`config.mk`:
```
export PLATFORM = sky130hd
export DESIGN_NAME = sprite_layer
export DESIGN_NICKNAME = d
export VERILOG_FILES = /design/src/rtl/sprite_layer.sv
export SDC_FILE = /design/constraint.sdc
export NUM_CORES = 1
export LEC_CHECK = 0
export ABC_AREA = 1
export CAP_MARGIN = 20
export CORE_MARGIN = 2
export CORE_UTILIZATION = 30
export CTS_CLUSTER_SIZE = 16
export DETAILED_ROUTE_END_ITERATION = 6
export SETUP_SLACK_MARGIN = 0.3
export SLEW_MARGIN = 20
export SYNTH_ARGS = -nofsm -noshare
export SYNTH_HDL_FRONTEND = slang
export SYNTH_SLANG_ARGS = --single-unit
```
`constraint.sdc`:
```
create_clock -name vga_clk -period 3.2 [get_ports vga_clk]
set_clock_uncertainty 0.15 [all_clocks]
set_input_delay 0.64 -clock vga_clk [delete_from_list [all_inputs] [get_ports vga_clk]]
set_output_delay 0.64 -clock vga_clk [all_outputs]
set_load 0.1 [all_outputs]
```
`src/rtl/sprite_layer.sv`:
```
// sprite_layer: pipelined, scaled, optionally mirrored and animated sprite
// renderer. It composites the sprite over the incoming background colour,
// and instances chain layer-on-layer along the VGA pixel path.
module sprite_layer #(
  parameter int IMG_W           = 32,
  parameter int IMG_H           = 32,
  parameter int SCALE_LOG2      = 1,
  parameter int NUM_FRAMES      = 4,
  parameter int FRAME_HOLD      = 8,
  parameter int ROM_LATENCY     = 1,
  parameter int PAL_BITS        = 4,
  parameter int TRANSPARENT_IDX = 0,
  localparam int AW             = $clog2(IMG_W * IMG_H * NUM_FRAMES),
  localparam int FW             = (NUM_FRAMES > 1) ? $clog2(NUM_FRAMES) : 1
) (
  input  logic                vga_clk,
  input  logic                reset_n,
  input  logic [9:0]          DrawX,
  input  logic [9:0]          DrawY,
  input  logic                blank,
  input  logic                vsync_pulse,
  input  logic                enable,
  input  logic                anim_en,
  input  logic                flip_x,
  input  logic [9:0]          pos_x,
  input  logic [9:0]          pos_y,
  input  logic [3:0]          bg_red,
  input  logic [3:0]          bg_green,
  input  logic [3:0]          bg_blue,
  output logic [AW-1:0]       rom_address,
  input  logic [PAL_BITS-1:0] rom_q,
  output logic [PAL_BITS-1:0] pal_index,
  input  logic [3:0]          pal_red,
  input  logic [3:0]          pal_green,
  input  logic [3:0]          pal_blue,
  output logic [3:0]          red,
  output logic [3:0]          green,
  output logic [3:0]          blue,
  output logic [FW-1:0]       frame_idx
);

  localparam int LXW = $clog2(IMG_W);
  localparam int LYW = $clog2(IMG_H);
  localparam int HW  = (FRAME_HOLD > 1) ? $clog2(FRAME_HOLD) : 1;
  localparam logic [10:0] SW = 11'(IMG_W << SCALE_LOG2);
  localparam logic [10:0] SH = 11'(IMG_H << SCALE_LOG2);

  logic [10:0]   x_ext, y_ext, x_end, y_end, dx, dy;
  logic          hit;
  logic [LXW-1:0] lx;
  logic [LYW-1:0] ly;

  logic [ROM_LATENCY-1:0] hit_pipe;
  logic [ROM_LATENCY-1:0] blank_pipe;
  logic [11:0]            bg_pipe [ROM_LATENCY];
  logic [11:0]            pix_next;
  logic [HW-1:0]          hold_cnt;

  // Hit test and texel address; 11-bit bounds so a sprite near the right or
  // bottom edge is clipped rather than wrapping to column/row 0.
  always_comb begin
    x_ext = {1'b0, DrawX};
    y_ext = {1'b0, DrawY};
    x_end = {1'b0, pos_x} + SW;
    y_end = {1'b0, pos_y} + SH;
    dx    = x_ext - {1'b0, pos_x};
    dy    = y_ext - {1'b0, pos_y};
    hit   = enable && (DrawX >= pos_x) && (x_ext < x_end)
                   && (DrawY >= pos_y) && (y_ext < y_end);
    lx    = LXW'(dx >> SCALE_LOG2);
    // IMG_W is a power of two, so IMG_W-1-lx is simply the bitwise inverse.
    if (flip_x) lx = ~lx;
    ly    = LYW'(dy >> SCALE_LOG2);
    rom_address = hit ? ((AW'(frame_idx) << (LXW + LYW)) | AW'({ly, lx})) : '0;
  end

  assign pal_index = rom_q;

  // Delay hit, blank and background so they line up with the ROM data.
  always_ff @(posedge vga_clk or negedge reset_n) begin
    if (!reset_n) begin
      hit_pipe   <= '0;
      blank_pipe <= '0;
      for (int i = 0; i < ROM_LATENCY; i++) bg_pipe[i] <= '0;
    end else begin
      hit_pipe[0]   <= hit;
      blank_pipe[0] <= blank;
      bg_pipe[0]    <= {bg_red, bg_green, bg_blue};
      for (int i = 1; i < ROM_LATENCY; i++) begin
        hit_pipe[i]   <= hit_pipe[i-1];
        blank_pipe[i] <= blank_pipe[i-1];
        bg_pipe[i]    <= bg_pipe[i-1];
      end
    end
  end

  // Pick blanked black, opaque sprite colour, or the background underneath.
  always_comb begin
    pix_next = bg_pipe[ROM_LATENCY-1];
    if (!blank_pipe[ROM_LATENCY-1])
      pix_next = '0;
    else if (hit_pipe[ROM_LATENCY-1] && (rom_q != PAL_BITS'(TRANSPARENT_IDX)))
      pix_next = {pal_red, pal_green, pal_blue};
  end

  // Registered pixel output.
  always_ff @(posedge vga_clk or negedge reset_n) begin
    if (!reset_n) begin
      red   <= '0;
      green <= '0;
      blue  <= '0;
    end else begin
      {red, green, blue} <= pix_next;
    end
  end

  // Animation: advance one frame every FRAME_HOLD vsync pulses while enabled;
  // changing only on vsync keeps every visible frame tear-free.
  always_ff @(posedge vga_clk or negedge reset_n) begin
    if (!reset_n) begin
      hold_cnt  <= '0;
      frame_idx <= '0;
    end else if (vsync_pulse && anim_en) begin
      if (hold_cnt == HW'(FRAME_HOLD - 1)) begin
        hold_cnt <= '0;
        if (frame_idx == FW'(NUM_FRAMES - 1)) frame_idx <= '0;
        else                                   frame_idx <= frame_idx + FW'(1);
      end else begin
        hold_cnt <= hold_cnt + HW'(1);
      end
    end
  end

endmodule

```
==> Implementation_results.wiki <==
{| class="wikitable"
! Metric !! Value
|-
| Initial DRT Pass Iterations || 4
|-
| Detailed-placement wirelength estimate || 4930 um
|-
| Sequential share of the synthesized area || 32.6%
|-
| Clock tree from TritonCTS || yes
|-
| Ordered cell list for the critical path || buf_8 > ha_4 > xnor2_2 > ha_1 > nand2_1 > nand2_1 > nand3_1 > nand2_1 > inv_2 > nand2_2 > a21oi_4 > nand3_4 > buf_12 > nor2_4 > buf_12
|-
| Total DRC errors in the routed layout || 0
|-
| Pin count of the biggest net entering global routing || 32
|-
| H-tree depth || 2
|-
| Leading area contributor after synthesis || sky130_fd_sc_hd__dfrtp_1
|-
| Fin crit period || 3.15 ns
|-
| Sink Count || 31
|-
| Cells after DPL || 534
|-
| Wirelength per Cell || 11.7 um
|-
| Grt total ovfl || 0
|-
| Slew of the pin with the lowest slew margin || 0.381 ns
|-
| Post-synthesis async set-or-reset flop share || 100%
|-
| Crit-path most repeated cell || sky130_fd_sc_hd__nand2_1
|-
| Critical path type || in2out
|-
| Fraction of layout cells with a size suffix above 1 || 34.2%
|-
| Initial DRC Count || 41
|-
| Horizontal extent of the die || 93.0 um
|-
| Initial standard-cell utilization of the core || 30.9%
|-
| Post-DRT Antenna Nets || 0
|-
| Total clock buffers created by CTS || 5
|-
| Clock insertion delay at the later pin of the skew report || 0.28 ns
|-
| Master of the slowest instance on the critical path || sky130_fd_sc_hd__ha_1
|-
| Core utilization of the finished layout || 55.2%
|-
| Max FO, Critical Path || 6
|-
| Total of hold buffers inserted after clock tree synthesis || 0
|-
| Smallest hold slack || 0.330 ns
|-
| Vias in the first global route || 2437
|-
| Number of top-level pins || 105
|-
| CP arrival || 2.36 ns
|-
| Leakage component of the power || 2.04 nW
|-
| Final Cycle Share || 98.5%
|-
| Synthesized flop and latch total || 31
|-
| Startpoint class of the critical path || primary input
|-
| Nets@finish || 551
|-
| Final max-slew violation count || 0
|-
| Cell Area, Synth || 2380 um^2
|-
| Max Root-Sink Buffers || 2
|-
| Final setup violation count || 0
|-
| Total negative setup slack || 0 ns
|-
| Ant diodes || 0
|-
| Cells taking the most area after synthesis || sky130_fd_sc_hd__dfrtp_1 (33%), sky130_fd_sc_hd__ha_1 (17%), sky130_fd_sc_hd__nand2_1 (8.8%)
|-
| Min setup slack post-route || 0.0478 ns
|-
| Sort of element at the end of the critical path || primary output
|-
| WP data required || 2.41 ns
|-
| Most common cell in the netlist || sky130_fd_sc_hd__nand2_1
|-
| All-Layer GR Usage || 15.4%
|-
| Number of placement rows || 32
|-
| Antenna violations before repair || 0
|-
| VDD IR max || 204 uV
|-
| Post-synth net total || 415
|-
| Max-cap violation count || 0
|-
| Total length of routed wires || 6330 um
|-
| Highest attainable clock frequency || 0.317 GHz
|-
| Number of warnings printed during yosys synthesis || 0
|-
| Max-slew headroom || 74.6%
|-
| Placed cell area || 3930 um^2
|-
| Area share of the leading cell type in the synthesized netlist || 32.6%
|-
| Post-layout total power || 1.57 mW
|-
| Pre-CTS setup slack || -0.422 ns
|-
| Final estimated routing congestion in global placement || 0.786
|-
| Endpoints failing hold || 0
|-
| Non-Filler Instances || 543
|-
| Clock transition at the registers of the reported paths || 0.06 ns
|-
| Global-route wire length before repair || 10700 um
|-
| Post-route cell area || 4250 um^2
|-
| Die footprint || 8650 um^2
|-
| Post-synth top flop || sky130_fd_sc_hd__dfrtp_1
|-
| Highest cell delay on the worst timing path || 0.28 ns
|-
| Detailed-route via count || 2335
|-
| Most frequent cells after synthesis || sky130_fd_sc_hd__nand2_1 (56), sky130_fd_sc_hd__inv_1 (47), sky130_fd_sc_hd__nor2_1 (45)
|-
| Path category of the worst min-delay check || reg2reg
|-
| Area overhead of the layout relative to synthesis || 78.6%
|-
| Clock tree root buffer cell || sky130_fd_sc_hd__clkbuf_8
|-
| Core box area || 7690 um^2
|-
| Number of flops mapped to enable cells by yosys || 0
|-
| Vertical die dimension || 93.0 um
|-
| Count of unique library cells instantiated by Yosys || 29
|-
| Power per cell area || 371 nW/um^2
|-
| Post-Syn Instances || 305
|-
| Avg Synthesized Cell Area || 7.79 um^2
|-
| Port bufs || 104
|-
| Result of the run || complete, no violations
|-
| Unrepaired setup endpoints after global routing || true
|-
| Drt via density || 4.30
|}
==> layout by cell type (no fill, tap or decap), drive strengths merged, types with 7 or more instances in the layout <==
cell,Yosys,final
xor2,7,7
nand2,56,56
nand3,13,13
clkdlybuf4s50,0,34
buf,6,71
dfrtp,31,31
o21ai,16,16
dlygate4sd2,0,29
nor2,55,55
inv,51,51
ha,33,33
a21oi,12,12
xnor2,10,10
==> cell families after synthesis <==
logic type	count (synthesis)	synth area share, %
compound gates	34	8.37
xor+xnor	17	6.26
flops	31	32.6
buf+inv	60	10.5
fa+ha+maj	35	19.1
simple gates	128	23.2
==> path summary, 6_finish.rpt <==
path                                            endpoint                    start  cells after the start  slack, ns
worst min register to register         blue[2]$_DFF_PN0_     bg_pipe[2]$_DFF_PN0_                      2       0.33
worst max-delay path                      rom_address[4]                 pos_x[7]                     15       0.05
worst max register to register  frame_idx[0]$_DFFE_PN0P_  hold_cnt[0]$_DFFE_PN0P_                      5       1.80
min in group asynchronous           blank_pipe$_DFF_PN0_                  reset_n                      2       0.61
max in group asynchronous             green[3]$_DFF_PN0_                  reset_n                      2       2.01
worst min-delay path                   blue[2]$_DFF_PN0_     bg_pipe[2]$_DFF_PN0_                      2       0.33
==> power by group <==
group	internal [mW]	total [mW]	switching (mW)
clock	0.168	0.299	0.131
combinational	0.310	0.806	0.497
sequential	0.439	0.468	0.0294
==> registers in the layout, summed over array words and instances, names as in the netlist <==
signal,cells
blue,4
red,4
frame_idx,2
hit_pipe,1
hold_cnt,3
blank_pipe,1
green,4
bg_pipe,12
==> repair_timing <==
action	4_1_cts	5_1_grt
endpoints found under the setup margin	12	12
setup buffers	2	0
pin swaps	57	6
resized for setup	123	1
==> layer usage <==
| metal | share of wire (%) | track usage (%) | up-vias |
|---|---|---|---|
| met5 | 0 | 0 | - |
| met4 | 1.1 | 4.04 | 0 |
| met3 | 6.2 | 2.26 | 8 |
| met2 | 50 | 28.1 | 77 |
| met1 | 42 | 19.0 | 1036 |
| li1 | - | - | 1214 |
==> critical path: cells and delay by family <==
kind            cells  cell delay [ns]
simple gates        7             0.54
buf+inv             4             0.49
fa+ha+maj           2             0.44
compound gates      1             0.13
xor+xnor            1             0.12
==> layout make-up <==
cell class	count	area (um^2)
fill	715	3440
multi-input combinational	214	1700
timing repair buffer	138	1360
sequential	31	776
inverter	51	191
tap	102	128
clock buffer	6	82.6
clock inverter	1	5.00
No activity file was read; power rests on OpenSTA's default activity.
